<file path="src/rtl/mem_access.sv">
// MEM pipeline stage: byte-serial little-endian load/store over a byte-wide synchronous RAM,
// stalling the pipeline for the duration of each access and passing ALU results straight through.
module mem_access #(
    parameter int ADDR_W = 32
) (
    input  logic              clk,
    input  logic              rst,
    input  logic [4:0]        wd_i,
    input  logic              wreg_i,
    input  logic [31:0]       wdata_i,
    input  logic [7:0]        aluop_i,
    input  logic [31:0]       mem_addr_i,
    input  logic [31:0]       reg2_i,
    input  logic              is_load_i,
    input  logic              stall_i,
    input  logic [7:0]        ram_din_i,
    output logic [ADDR_W-1:0] ram_addr_o,
    output logic              ram_wr_o,
    output logic [7:0]        ram_dout_o,
    output logic [4:0]        wd_o,
    output logic              wreg_o,
    output logic [31:0]       wdata_o,
    output logic              stallreq_o
);

    localparam logic [7:0] EXE_LB_OP  = 8'b1110_0000;
    localparam logic [7:0] EXE_LH_OP  = 8'b1110_0001;
    localparam logic [7:0] EXE_LW_OP  = 8'b1110_0011;
    localparam logic [7:0] EXE_LBU_OP = 8'b1110_0100;
    localparam logic [7:0] EXE_LHU_OP = 8'b1110_0101;
    localparam logic [7:0] EXE_SB_OP  = 8'b1110_1000;
    localparam logic [7:0] EXE_SH_OP  = 8'b1110_1001;
    localparam logic [7:0] EXE_SW_OP  = 8'b1110_1011;

    typedef enum logic [1:0] {
        IDLE,
        ACCESS,
        DONE
    } state_t;

    state_t      state;
    state_t      state_next;
    logic [2:0]  cnt;
    logic [31:0] buffer;

    logic        mem_op;
    logic        is_load;
    logic        sign_ext;
    logic [2:0]  nbytes;
    logic        last_step;
    logic [7:0]  store_byte_next;
    logic [31:0] load_data;

    // aluop supplies width and extension; EX's is_load flag supplies the direction.
    always_comb begin
        mem_op   = 1'b1;
        nbytes   = 3'd1;
        sign_ext = 1'b0;
        case (aluop_i)
            EXE_LB_OP:  sign_ext = 1'b1;
            EXE_LBU_OP: ;
            EXE_SB_OP:  ;
            EXE_LH_OP:  begin nbytes = 3'd2; sign_ext = 1'b1; end
            EXE_LHU_OP: nbytes = 3'd2;
            EXE_SH_OP:  nbytes = 3'd2;
            EXE_LW_OP:  nbytes = 3'd4;
            EXE_SW_OP:  nbytes = 3'd4;
            default:    mem_op = 1'b0;
        endcase
        is_load = mem_op & is_load_i;
    end

    // Loads need one extra step because read data trails its address by a cycle.
    always_comb begin
        last_step = is_load ? (cnt == nbytes) : (cnt == nbytes - 3'd1);
        case (cnt)
            3'd0:    store_byte_next = reg2_i[15:8];
            3'd1:    store_byte_next = reg2_i[23:16];
            default: store_byte_next = reg2_i[31:24];
        endcase
        case (nbytes)
            3'd1:    load_data = {{24{sign_ext & buffer[7]}}, buffer[7:0]};
            3'd2:    load_data = {{16{sign_ext & buffer[15]}}, buffer[15:0]};
            default: load_data = buffer;
        endcase
    end

    always_comb begin
        state_next = state;
        stallreq_o = 1'b0;
        wd_o       = wd_i;
        wreg_o     = wreg_i;
        wdata_o    = wdata_i;
        case (state)
            IDLE: begin
                if (mem_op) begin
                    stallreq_o = 1'b1;
                    wreg_o     = 1'b0;
                    wdata_o    = 32'h0;
                    state_next = ACCESS;
                end
            end
            ACCESS: begin
                stallreq_o = 1'b1;
                wreg_o     = 1'b0;
                wdata_o    = 32'h0;
                if (last_step) state_next = DONE;
            end
            DONE: begin
                if (is_load) wdata_o = load_data;
                if (!stall_i) state_next = IDLE;
            end
            default: state_next = IDLE;
        endcase
        if (rst) begin
            stallreq_o = 1'b0;
            wd_o       = 5'd0;
            wreg_o     = 1'b0;
            wdata_o    = 32'h0;
        end
    end

    always_ff @(posedge clk or posedge rst) begin
        if (rst) begin
            state      <= IDLE;
            cnt        <= 3'd0;
            buffer     <= 32'h0;
            ram_addr_o <= '0;
            ram_wr_o   <= 1'b0;
            ram_dout_o <= 8'h00;
        end else begin
            state <= state_next;
            case (state)
                IDLE: begin
                    if (mem_op) begin
                        ram_addr_o <= mem_addr_i[ADDR_W-1:0];
                        cnt        <= 3'd0;
                        ram_wr_o   <= !is_load;
                        if (!is_load) ram_dout_o <= reg2_i[7:0];
                    end
                end
                ACCESS: begin
                    if (is_load) begin
                        case (cnt)
                            3'd1:    buffer[7:0]   <= ram_din_i;
                            3'd2:    buffer[15:8]  <= ram_din_i;
                            3'd3:    buffer[23:16] <= ram_din_i;
                            3'd4:    buffer[31:24] <= ram_din_i;
                            default: ;
                        endcase
                        if (!last_step) cnt <= cnt + 3'd1;
                        if (cnt < nbytes - 3'd1) ram_addr_o <= ram_addr_o + ADDR_W'(1);
                    end else if (last_step) begin
                        ram_wr_o <= 1'b0;
                    end else begin
                        cnt        <= cnt + 3'd1;
                        ram_addr_o <= ram_addr_o + ADDR_W'(1);
                        ram_dout_o <= store_byte_next;
                    end
                end
                default: ;
            endcase
        end
    end

endmodule

</file>
<file path="config.mk">
export PLATFORM = sky130hd
export DESIGN_NAME = mem_access
export DESIGN_NICKNAME = d
export VERILOG_FILES = /design/src/rtl/mem_access.sv
export SDC_FILE = /design/constraint.sdc
export NUM_CORES = 1
export LEC_CHECK = 0
export CAP_MARGIN = 20
export CORE_MARGIN = 5
export CORE_UTILIZATION = 49
export CTS_CLUSTER_DIAMETER = 120
export DETAILED_ROUTE_END_ITERATION = 10
export PLACE_DENSITY_LB_ADDON = 0.12
export SLEW_MARGIN = 25
export SYNTH_ARGS = -nofsm -noshare
export SYNTH_HDL_FRONTEND = slang
export SYNTH_SLANG_ARGS = --single-unit
</file>
<file path="constraint.sdc">
create_clock -name clk -period 6.6 [get_ports clk]
set_clock_uncertainty 0.1 [all_clocks]
set_input_delay 0.99 -clock clk [delete_from_list [all_inputs] [get_ports clk]]
set_output_delay 0.99 -clock clk [all_outputs]
set_load 0.02 [all_outputs]
</file>
; ---- Word level (Yosys, flattened, before mapping)
; Index checks and enable logic that the tools add are counted.
; W data, S select, Z words.
[word_totals]
out_inout_bits = 80
reg_bits = 78
[classes]
order_cmp = 1
add_sub_neg = 3
n_reduce_logical = 17
n_eq_ne = 26
muxes = 38
n_bitwise = 3
[ops]
columns = operator, count
row1 = $mux W32, 7
row2 = $pmux W32 S2, 2
row3 = $pmux W32 S3, 1
row4 = $eq A8 B8 Y1 const B, 8
row5 = $add A32 B1 Y32 const B, 1
row6 = $mux W8, 4
row7 = $pmux W8 S2, 2
row8 = $reduce_and A3 Y1, 6
row9 = $ne A2 B2 Y1 const B, 6
row10 = $pmux W3 S2, 2
row11 = $mux W1, 10
row12 = $eq A3 B2 Y1 const B, 3
row13 = $reduce_and A4 Y1, 2
row14 = $reduce_or A8 Y1, 1
row15 = $eq A3 B1 Y1 const B, 2
row16 = $eq A3 B3 Y1, 2
row17 = $mux W2, 3
row18 = $mux W3, 2
row19 = $ne A3 B3 Y1 const B, 2
row20 = $pmux W1 S2, 3
row21 = $pmux W2 S3, 1
row22 = $mux W5, 1
row23 = $reduce_and A5 Y1, 1
row24 = $reduce_or A2 Y1, 2
row25 = other kinds (12), 14

; ---- Logic depth before layout (Yosys ltp)
; Gate-level depths: netlist of run 1.
[logic_depth]
ltp_word = 9
mapped_depth = 12

; ---- Least setup slack after synthesis of run 1
; Ideal clock, no wire load.
[synth_path]
path_type = in2out
startpoint = input rst
endpoint = output wdata_o[15]
t_arrival_ns = 3.705
path_buffers = 0
path_slack_ns = 1.805
stages = 3
path_cell_list = inv_1 -> o21ai_1 -> a21oi_1
[synth_between]
elab_chain_len = 1
[synth_rtl]
columns = element, line
row1 = from (decl), 7  ; input logic rst,
row2 = $mux W32, 115  ; if (rst) begin
row3 = to (decl), 22  ; output logic [31:0] wdata_o,
; Every way passes these cells.

; ---- Worst setup path in the final report of run 1
[layout_path]
startpoint = input aluop_i[0]
endpoint = output wdata_o[31]
[layout_between]
elab_chain_len = 8
word_cells_on_any_way = 25
cone_classes = eq/ne (10) / mux (8) / bitwise (3) / reduce/logical (4)
[layout_rtl]
columns = element, line
row1 = from (decl), 11  ; input logic [7:0] aluop_i,
row2 = $eq A8 B8 Y1, 59  ; case (aluop_i)
row3 = $reduce_or A3 Y1 (no source line) or $reduce_or A2 Y1 (tied branches), --
row4 = $pmux W3 S2 or $mux W1 (tied branches), 59
row5 = $eq A3 B2 Y1 (tied with other cells), 81  ; case (nbytes)
row6 = $pmux W32 S2, 81
row7 = $mux W32, 110  ; if (is_load) wdata_o = load_data;
row8 = $pmux W32 S3 (*), 94  ; case (state)
row9 = $mux W32 (*), 115
; Mark *: on every way between the ends. The rest lies on a longest branch, timed or not.

==> impl_metrics.tcl, run 1 <==
set metrics [dict create \
    drv.max_cap_violation_count 0 \
    clockPowerShare_pct 14.7 \
    place_congestion 0.875 \
    cellPowerDensity_nw_per_um2 335 \
    fmax_mhz 186 \
    vias 5402 \
    finalHoldViolations 0 \
    synth_warnings 0 \
    synthCells 587 \
    synth.net_count 718 \
    ys_seq_area_share_pct 36.9 \
    mostFrequentLayoutCell "sky130_fd_sc_hd__clkdlybuf4s50_1" \
    buffer_levels_on_the_longest_clock_path 2 \
    internal-power_mw 1.42 \
    timing.critical_path.to_type "output port" \
    finalCritPeriodShare_pct 81.4 \
    floorplan.initialDensity_pct 49.5 \
    synth_area_leaders "sky130_fd_sc_hd__dfrtp_1 37%, sky130_fd_sc_hd__mux2_2 6.4%, sky130_fd_sc_hd__a21oi_1 5.0%, sky130_fd_sc_hd__o21ai_0 4.7%, sky130_fd_sc_hd__nand3_1 4.2%" \
    hold_path.startpoint "ram_dout_o[4]$_DFFE_PP0P_" \
    placeableCoreArea_um2 10700 \
    final_layout_size_suffix_gt1_share_pct 13.4 \
    cts_root_buf "sky130_fd_sc_hd__clkbuf_8" \
    synth_area_per_cell_um2 9.02 \
    io_pins 202 \
    syn2layout_area_growth_pct 43.9 \
    setup.worst_path.class "in2out" \
    syn_area_um2 5290 \
    totalNegativeSetupSlack_ns 0 \
    viasPerCell 5.94 \
    grt_max_degree 74 \
    floorplan.die.height_um 114 \
    place.port_buffers 201 \
    area_of_all_placed_cells_without_fillers_um2 7610 \
    detail_route.drc_violations 0 \
    grt_setup_unrepaired "no" \
    most-common-layout-cells "201 x sky130_fd_sc_hd__clkdlybuf4s50_1, 78 x sky130_fd_sc_hd__dfrtp_1, 53 x sky130_fd_sc_hd__a21oi_1, 50 x sky130_fd_sc_hd__o21ai_0, 50 x sky130_fd_sc_hd__nand2_1" \
    fillerInstances 865 \
    startpoint_type "primary input" \
    clock_insertion_delay_worst_skew_ns 0.37 \
    die_w_um 114 \
    outcome "complete, no violations" \
    finalSetupViolations 0 \
    required_time_reported_for_the_critical_path_endpoint_ns 5.51 \
    postRouteAntennaNets 0 \
    timing.rr.start "state[0]$_DFFE_PP0P_" \
    finalCriticalPeriod_ns 5.38 \
    dp_hpwl_um 12500 \
    power.ir.vdd_worst_mv 0.272 \
    routed_wire_length_per_instance_um 18.5 \
    design.final.nets 896 \
    clk_pin_slew_worst_paths_ns 0.08 \
    cp_max_fo 25 \
    netSwitchingPower_mw 1.13 \
    firstDrtPassIters 5 \
    timing.max_slew.rel_slack_pct 33.8 \
    antenna_found_initial 0 \
    startpoint "aluop_i[0]" \
    max_slew.worst_pin.slew_ns 0.993 \
    worst_hold_path_type "reg2reg" \
    cts_tree "yes" \
    ys_ff_latch 78 \
    switching_share_pct 44.4 \
    grt-ovfl-total 0 \
    number_of_setup_buffers_added_after_cts 0 \
    initialDrtViolationCount 425 \
    critical_path_arrival_ns 4.29 \
    cts.repair.resized 0 \
    power.share.combinational_pct 53.4 \
    antenna_diode_count 0 \
    yosys.cell_types.count 67 \
    p_leak_nw 3.01 \
    rows 38 \
    cts_max_level 3 \
    ys_async_sr_fraction_pct 100 \
    detailed_place.area_um2 7340 \
    grt_first_pass_wirelength_um 27200 \
    number_of_global_route_vias_before_repair 5429 \
    synth_edf_count 0 \
    cts_inserted_buffers 9 \
    routed_wirelength_um 16900 \
    maxSlewViolCount 0 \
    hold_buffers 0 \
    power_frac_seq_pct 32.0 \
    dieArea_um2 13000 \
    yosysTopAreaCellShare_pct 36.9 \
    clock_sinks 78 \
    global_route.usage.total_pct 25.8 \
    synth.largest_area_cell "sky130_fd_sc_hd__dfrtp_1" \
    synth-main-ff-cell "sky130_fd_sc_hd__dfrtp_1" \
]
registers in the layout, indices dropped and copies added, names as in the netlist:
| name | cells |
|---|---|
| buffer | 32 |
| ram_addr_o | 32 |
| state | 2 |
| ram_dout_o | 8 |
| cnt | 3 |
| ram_wr_o | 1 |
synth_stat cells (9+ instances only):
cell type                   instances
sky130_fd_sc_hd__dfrtp_1           78
sky130_fd_sc_hd__a21oi_1           53
sky130_fd_sc_hd__nand2_1           50
sky130_fd_sc_hd__o21ai_0           50
sky130_fd_sc_hd__nand3_1           44
sky130_fd_sc_hd__mux2_2            30
sky130_fd_sc_hd__nor2_1            27
sky130_fd_sc_hd__nand4_1           21
sky130_fd_sc_hd__clkbuf_1          18
sky130_fd_sc_hd__a2bb2oi_1         16
sky130_fd_sc_hd__buf_2             15
sky130_fd_sc_hd__a31oi_1           13
sky130_fd_sc_hd__a21oi_2           11
sky130_fd_sc_hd__o21ai_2           11
sky130_fd_sc_hd__inv_1             10
sky130_fd_sc_hd__a22o_1             9
sky130_fd_sc_hd__ha_1               9
metal layers:
layer / part of all wire (%) / track usage (%)
met4: 2.7 / 9.50
met3: 7.4 / 6.10
met5: 0 / 0
met1: 42 / 33.1
met2: 47 / 42.6
critical path, cell delays in order:
cell and delay, ns:
sky130_fd_sc_hd__clkdlybuf4s50_1 0.77, sky130_fd_sc_hd__nor2b_2 0.35, sky130_fd_sc_hd__o2111ai_2 0.15, sky130_fd_sc_hd__buf_4 0.25, sky130_fd_sc_hd__a211oi_4 0.69, sky130_fd_sc_hd__o21ai_0 0.26, sky130_fd_sc_hd__a21oi_1 0.20, sky130_fd_sc_hd__clkdlybuf4s50_1 0.62
final cells by class:
| class | instances | area (um2) | area share, % |
|---|---|---|---|
| flip-flops and latches | 78 | 1950 | 25.6 |
| repair buffers | 208 | 2110 | 27.7 |
| multi-input cells | 456 | 3130 | 41.1 |
| well taps | 140 | 175 | 2.30 |
| inverters | 12 | 46.3 | 0.608 |
| clock inverters | 7 | 80.1 | 1.05 |
| clock buffers | 9 | 124 | 1.63 |
through the flow:
step | setup slack [ns] | utilization (%) | power, mW | std cells | hold WS, ns
global route | 0.999 | 71.2 | 2.72 | 910 | 0.422
detailed placement | 1.30 | 68.6 | 2.15 | 892 | 0.381
global placement | 1.43 | 68.5 | 2.10 | 892 | 0.366
finish | 1.22 | 71.2 | 2.55 | 910 | 0.398
floorplan | 1.80 | - | 1.57 | 587 | 0.358
CTS | 1.28 | 70.5 | 2.53 | 908 | 0.400
power by group through the flow:
stage / Clock, mW / Sequential [mW] / Combinational, mW
finish: 0.374 / 0.815 / 1.36
global route: 0.405 / 0.839 / 1.47
CTS: 0.382 / 0.810 / 1.33
detailed placement: 0 / 0.816 / 1.33
global placement: 0 / 0.810 / 1.29
floorplan: 0 / 0.916 / 0.659
cells by family (layout without fill, tap and decap cells):
group / Yosys count / in the layout / synth area share [%]
muxes: 37 / 37 / 7.75
and+or+nand+nor: 195 / 195 / 20.6
other: 1 / 1 / 0.0709
adders and majority gates: 9 / 9 / 2.13
DFF: 78 / 78 / 36.9
xor gates and xnor gates: 2 / 2 / 0.331
AOI/OAI and AO/OA: 212 / 212 / 27.6
buffers and inverters: 53 / 236 / 4.61
worst paths after layout:
kind	end	slack (ns)	depth (start not counted)
max	wdata_o[31]	1.22	8
min	ram_dout_o[4]$_DFFE_PP0P_	0.40	2
max reg2reg	buffer[0]$_DFFE_PP0P_	3.74	4
min reg2reg	ram_dout_o[4]$_DFFE_PP0P_	0.40	2
max in group asynchronous	ram_addr_o[6]$_DFFE_PP0P_	4.51	4
min in group asynchronous	ram_wr_o$_DFFE_PP0P_	1.03	3
(Power assumes the default switching activity.)
==> run 2: changes to the inputs <==
--- a/config.mk
+++ b/config.mk
@@ -7,7 +7,7 @@
 export LEC_CHECK = 0
 export CAP_MARGIN = 20
 export CORE_MARGIN = 5
-export CORE_UTILIZATION = 49
+export CORE_UTILIZATION = 45
 export CTS_CLUSTER_DIAMETER = 120
 export DETAILED_ROUTE_END_ITERATION = 10
 export PLACE_DENSITY_LB_ADDON = 0.12
==> constraint.sdc (replaced) <==
create_clock -name clk -period 5.49 [get_ports clk]
set_clock_uncertainty 0.1 [all_clocks]
set_input_delay 0.8235 -clock clk [delete_from_list [all_inputs] [get_ports clk]]
set_output_delay 0.8235 -clock clk [all_outputs]
set_load 0.02 [all_outputs]
==> impl_metrics.tcl, run 2 (synthesis results as in run 1) <==
set metrics [dict create \
    outcome "complete, no violations" \
    detail_route.drc_violations 0 \
    netSwitchingPower_mw 1.36 \
    hold_buffers 0 \
    internal-power_mw 1.85 \
    postRouteAntennaNets 0 \
    power_frac_seq_pct 30.5 \
    final_layout_size_suffix_gt1_share_pct 13.6 \
    hold_path.startpoint "ram_dout_o[7]$_DFFE_PP0P_" \
    io_pins 202 \
    antenna_found_initial 0 \
    cts_root_buf "sky130_fd_sc_hd__clkbuf_16" \
    timing.max_slew.rel_slack_pct 36.1 \
    min_to "ram_dout_o[7]$_DFFE_PP0P_" \
    cts_max_level 3 \
    totalNegativeSetupSlack_ns 0 \
    area_of_all_placed_cells_without_fillers_um2 7720 \
    timing.critical_path.to_type "output port" \
    global_route.usage.total_pct 23.6 \
    syn2layout_area_growth_pct 45.9 \
    vias 5454 \
    required_time_reported_for_the_critical_path_endpoint_ns 4.57 \
    number_of_setup_buffers_added_after_cts 0 \
    ff2ff_setup_slack_ns 2.67 \
    initialDrtViolationCount 334 \
    routed_wirelength_um 16900 \
    finalCriticalPeriod_ns 4.62 \
    grt_max_degree 79 \
    switching_share_pct 42.4 \
    startpoint_type "primary input" \
    cts_tree "yes" \
    dieArea_um2 14000 \
    cts.repair.resized 0 \
    firstDrtPassIters 5 \
    rows 39 \
    dp_hpwl_um 12400 \
    power.share.combinational_pct 50.9 \
    floorplan.initialDensity_pct 46.2 \
    cts_inserted_buffers 9 \
    p_leak_nw 3.06 \
    rr_endpoint "ram_addr_o[21]$_DFFE_PP0P_" \
    antenna_diode_count 0 \
    setup.worst_path.class "in2out" \
    place_congestion 0.861 \
    detailed_place.area_um2 7380 \
    routed_wire_length_per_instance_um 18.4 \
    clockPowerShare_pct 18.5 \
    floorplan.die.height_um 118 \
    design.final.nets 899 \
    drv.max_cap_violation_count 0 \
    critical_path_arrival_ns 3.70 \
    grt_setup_unrepaired "no" \
    mostFrequentLayoutCell "sky130_fd_sc_hd__clkdlybuf4s50_1" \
    placeableCoreArea_um2 11500 \
    die_w_um 118 \
    finalHoldViolations 0 \
    worstRegToRegCells 4 \
    cellPowerDensity_nw_per_um2 415 \
    finalSetupViolations 0 \
    timing.rr.start "state[0]$_DFFE_PP0P_" \
    worst_hold_path_type "reg2reg" \
    whs_path_depth 2 \
    power.ir.vdd_worst_mv 0.259 \
    clock_insertion_delay_worst_skew_ns 0.33 \
    grt-ovfl-total 0 \
    buffer_levels_on_the_longest_clock_path 2 \
    maxSlewViolCount 0 \
    cp_max_fo 16 \
    clk_pin_slew_worst_paths_ns 0.06 \
    place.port_buffers 201 \
    number_of_global_route_vias_before_repair 5438 \
    grt_first_pass_wirelength_um 28000 \
    most-common-layout-cells "201 x sky130_fd_sc_hd__clkdlybuf4s50_1, 78 x sky130_fd_sc_hd__dfrtp_1, 53 x sky130_fd_sc_hd__a21oi_1, 50 x sky130_fd_sc_hd__o21ai_0, 50 x sky130_fd_sc_hd__nand2_1" \
    viasPerCell 5.95 \
    clock_sinks 78 \
    max_slew.worst_pin.slew_ns 0.959 \
    layout_top_registers "buffer x32, ram_addr_o x32, ram_dout_o x8" \
    fmax_mhz 216 \
    finalCritPeriodShare_pct 84.2 \
]
## run 2: changes by cell type in the layout (fill, tap and decap cells not counted), moves of 2 or more
cell	previous run	this run
sky130_fd_sc_hd__clkinv_4	1	3
sky130_fd_sc_hd__clkbuf_16	0	9
sky130_fd_sc_hd__clkbuf_8	9	0
sky130_fd_sc_hd__buf_4	4	7
## run 2: power groups by stage
stage	clock network, mW	logic [mW]	registers [mW]
after floorplan	0	0.792	1.10
after global placement	0	1.56	0.969
after detailed placement	0	1.62	0.978
after CTS	0.607	1.62	0.972
after global routing	0.637	1.77	1.01
final	0.594	1.63	0.977
## run 2: worst max path at each step
stage                        endpoint  cells past startpoint  slack, ns  startpoint
final                     wdata_o[14]                      7       0.87  aluop_i[0]
after global routing      wdata_o[14]                      7       0.65  aluop_i[0]
after CTS                 wdata_o[14]                      7       0.88  aluop_i[0]
after detailed placement  wdata_o[14]                      7       0.88  aluop_i[0]
after global placement    wdata_o[14]                      7        1.0  aluop_i[0]
after floorplan           wdata_o[15]                      3       1.03         rst
## run 2: stage by stage
stage	util (%)	power, mW	cells	worst slack [ns]	hold slack (ns)
after global placement	64.1	2.53	898	0.999	0.366
after CTS	67.0	3.20	915	0.881	0.386
after detailed placement	64.4	2.59	899	0.881	0.373
after global routing	67.3	3.41	916	0.646	0.413
after floorplan	-	1.89	587	1.03	0.358
final	67.3	3.20	916	0.868	0.388
## run 2: layout make-up
type                    instances  area (um2)
clock inverters                 6        70.1
inverters                      12        46.3
repair buffers                211        2130
well taps                     143         179
flip-flops and latches         78        1950
clock buffers                  10         229
multi-input cells             456        3110
fillers                       943        3750
## run 2: per-layer routing
layer  wire, um  global-route usage, %  part of all wire, %
met1       7270                   31.0                   43
met4        206                   5.32                  1.2
met3       1080                   6.06                  6.4
met5          0                      0                    0
met2       8300                   39.5                   49
## run 2: critical path, cell delays in order
cell and delay (ns):
sky130_fd_sc_hd__clkdlybuf4s50_1 0.67, sky130_fd_sc_hd__or4b_4 0.66, sky130_fd_sc_hd__or2_0 0.43, sky130_fd_sc_hd__nand3_1 0.21
sky130_fd_sc_hd__a31oi_1 0.10, sky130_fd_sc_hd__a21oi_1 0.17, sky130_fd_sc_hd__clkdlybuf4s50_1 0.62
==> run 3: changes to the inputs <==
--- a/config.mk
+++ b/config.mk
@@ -7,7 +7,7 @@
 export LEC_CHECK = 0
 export CAP_MARGIN = 20
 export CORE_MARGIN = 5
-export CORE_UTILIZATION = 45
+export CORE_UTILIZATION = 41
 export CTS_CLUSTER_DIAMETER = 120
 export DETAILED_ROUTE_END_ITERATION = 10
 export PLACE_DENSITY_LB_ADDON = 0.12
==> constraint.sdc (replaced) <==
create_clock -name clk -period 3.9 [get_ports clk]
set_clock_uncertainty 0.1 [all_clocks]
set_input_delay 0.585 -clock clk [delete_from_list [all_inputs] [get_ports clk]]
set_output_delay 0.585 -clock clk [all_outputs]
set_load 0.02 [all_outputs]
==> impl_metrics.tcl, run 3 (synthesis results as in run 1) <==
set metrics [dict create \
    vias 5467 \
    clock_sinks 78 \
    switching_share_pct 42.4 \
    number_of_global_route_vias_before_repair 5451 \
    setup.worst_path.class "in2out" \
    cellPowerDensity_nw_per_um2 577 \
    design.final.nets 911 \
    final.setup.worst_slack_ns 0.122 \
    worst_hold_slack_ns 0.382 \
    most-common-layout-cells "200 x sky130_fd_sc_hd__clkdlybuf4s50_1, 78 x sky130_fd_sc_hd__dfrtp_1, 53 x sky130_fd_sc_hd__a21oi_1, 50 x sky130_fd_sc_hd__o21ai_0, 50 x sky130_fd_sc_hd__nand2_1" \
    maxSlewViolCount 0 \
    cell_occurring_most_often_along_the_worst_timing_path "sky130_fd_sc_hd__clkdlybuf4s50_1" \
    die_w_um 124 \
    io_pins 202 \
    power.ir.vdd_worst_mv 0.382 \
    totalNegativeSetupSlack_ns 0 \
    dpl_worst_slack_ns -0.00835 \
    rows 41 \
    antenna_found_initial 0 \
    cts_tree "yes" \
    global_route.usage.total_pct 22.3 \
    clockPowerShare_pct 18.2 \
    cts_root_buf "sky130_fd_sc_hd__clkbuf_16" \
    final_layout_size_suffix_gt1_share_pct 14.7 \
    cp_max_fo 15 \
    post-route-util_pct 62.0 \
    viasPerCell 5.72 \
    place_congestion 0.880 \
    timing.critical_path.to_type "output port" \
    power.share.combinational_pct 51.7 \
    detailed_place.area_um2 7540 \
    detail_route.drc_violations 0 \
    startpoint_type "primary input" \
    finalCritPeriodShare_pct 96.9 \
    clock_insertion_delay_worst_skew_ns 0.33 \
    netSwitchingPower_mw 1.92 \
    routed_wirelength_um 17300 \
    layout_cells_excl_fill 956 \
    initialDrtViolationCount 317 \
    dieArea_um2 15300 \
    place.port_buffers 201 \
    postRouteAntennaNets 0 \
    dp_hpwl_um 13100 \
    clk_pin_slew_worst_paths_ns 0.06 \
    drv.max_cap_violation_count 0 \
    floorplan.die.height_um 124 \
    routed_wire_length_per_instance_um 18.1 \
    mostFrequentLayoutCell "sky130_fd_sc_hd__clkdlybuf4s50_1" \
    syn2layout_area_growth_pct 47.9 \
    p_leak_nw 3.12 \
    layout_top_registers "buffer x32, ram_addr_o x32, ram_dout_o x8" \
    cpPeakStageDelay_ns 0.62 \
    area_of_all_placed_cells_without_fillers_um2 7830 \
    floorplan.initialDensity_pct 41.9 \
    worst-path-buf-inv 3 \
    finalHoldViolations 0 \
    timing.critical_path.max_delay_family "buffers and inverters" \
    finalSetupViolations 0 \
    max_slew.worst_pin.slew_ns 0.935 \
    outcome "complete, no violations" \
    fin_total_pwr_mw 4.52 \
    fmax_mhz 265 \
    dp.cells 941 \
    buffer_levels_on_the_longest_clock_path 2 \
    ff2ff_setup_slack_ns 1.52 \
    grt-ovfl-total 0 \
    firstDrtPassIters 5 \
    grt_setup_unrepaired "yes" \
    placeableCoreArea_um2 12600 \
    internal-power_mw 2.60 \
    cts_max_level 3 \
    finalCriticalPeriod_ns 3.78 \
    power_frac_seq_pct 30.1 \
    worst_hold_path_type "reg2reg" \
    number_of_setup_buffers_added_after_cts 0 \
    cts_inserted_buffers 9 \
    fillerInstances 1098 \
    required_time_reported_for_the_critical_path_endpoint_ns 3.21 \
    antenna_diode_count 0 \
    slowest_stage "sky130_fd_sc_hd__clkdlybuf4s50_1" \
    timing.max_slew.rel_slack_pct 37.6 \
    cp_cell_sequence "clkdlybuf4s50_1, a21oi_2, o2111ai_2, a211oi_4, buf_12, o21ai_0, a21oi_1, clkdlybuf4s50_1" \
    grt_max_degree 73 \
    critical_path_arrival_ns 3.09 \
    grt_first_pass_wirelength_um 27300 \
]
run 3: cell count changes in the layout (fill, tap and decap cells not counted), sizes merged:
cell,before,now
buf,10,22
clkinv,6,3
clkinvlp,0,2
clkdlybuf4s50,201,200
dlymetal6s2s,0,1
run 3: per-layer routing:
metal	share of wire, %	vias to the layer above	GRT usage, %	wire (um)
met5	0	-	0	0
met1	41	2634	28.1	7160
li1	-	2619	-	-
met4	1.3	0	6.71	233
met2	49	194	37.9	8530
met3	7.9	20	5.59	1370
run 3: final timing paths:
| check | startpoint | end | depth (start not counted) |
|---|---|---|---|
| worst max-delay path | aluop_i[2] | wdata_o[20] | 8 |
| worst min-delay path | ram_dout_o[6]$_DFFE_PP0P_ | ram_dout_o[6]$_DFFE_PP0P_ | 2 |
| worst max register to register | state[0]$_DFFE_PP0P_ | cnt[0]$_DFFE_PP0P_ | 7 |
| worst min register to register | ram_dout_o[6]$_DFFE_PP0P_ | ram_dout_o[6]$_DFFE_PP0P_ | 2 |
| max in group asynchronous | rst | ram_addr_o[31]$_DFFE_PP0P_ | 3 |
| min in group asynchronous | rst | ram_wr_o$_DFFE_PP0P_ | 2 |
run 3: what timing repair did:
action,CTS,global route
hold buffers,0,0
hold endpoints to repair,0,0
resized for setup,1,1
endpoints found under the setup margin,1,4
run 3: tightest hold or removal path, cell delays in order (launching register included):
cell                      delay (ns)
sky130_fd_sc_hd__dfrtp_1        0.34
sky130_fd_sc_hd__nand2_1        0.05
sky130_fd_sc_hd__o21ai_0        0.06
run 3: power groups by stage:
stage                     logic (mW)  clock network [mW]  registers [mW]
after global routing            2.53               0.875            1.41
after CTS                       2.35               0.839            1.35
after floorplan                 1.11                   0            1.55
final                           2.34               0.821            1.36
after detailed placement        2.34                   0            1.36
after global placement          2.28                   0            1.35
run 3: cell type report:
type,instances,area (um2),area share [%]
clock buffer,10,229,2.92
sequential,78,1950,24.9
tap,172,215,2.75
multi-input combinational,456,3110,39.7
timing repair buffer,223,2220,28.3
clock inverter,5,60.1,0.767
inverter,12,48.8,0.623
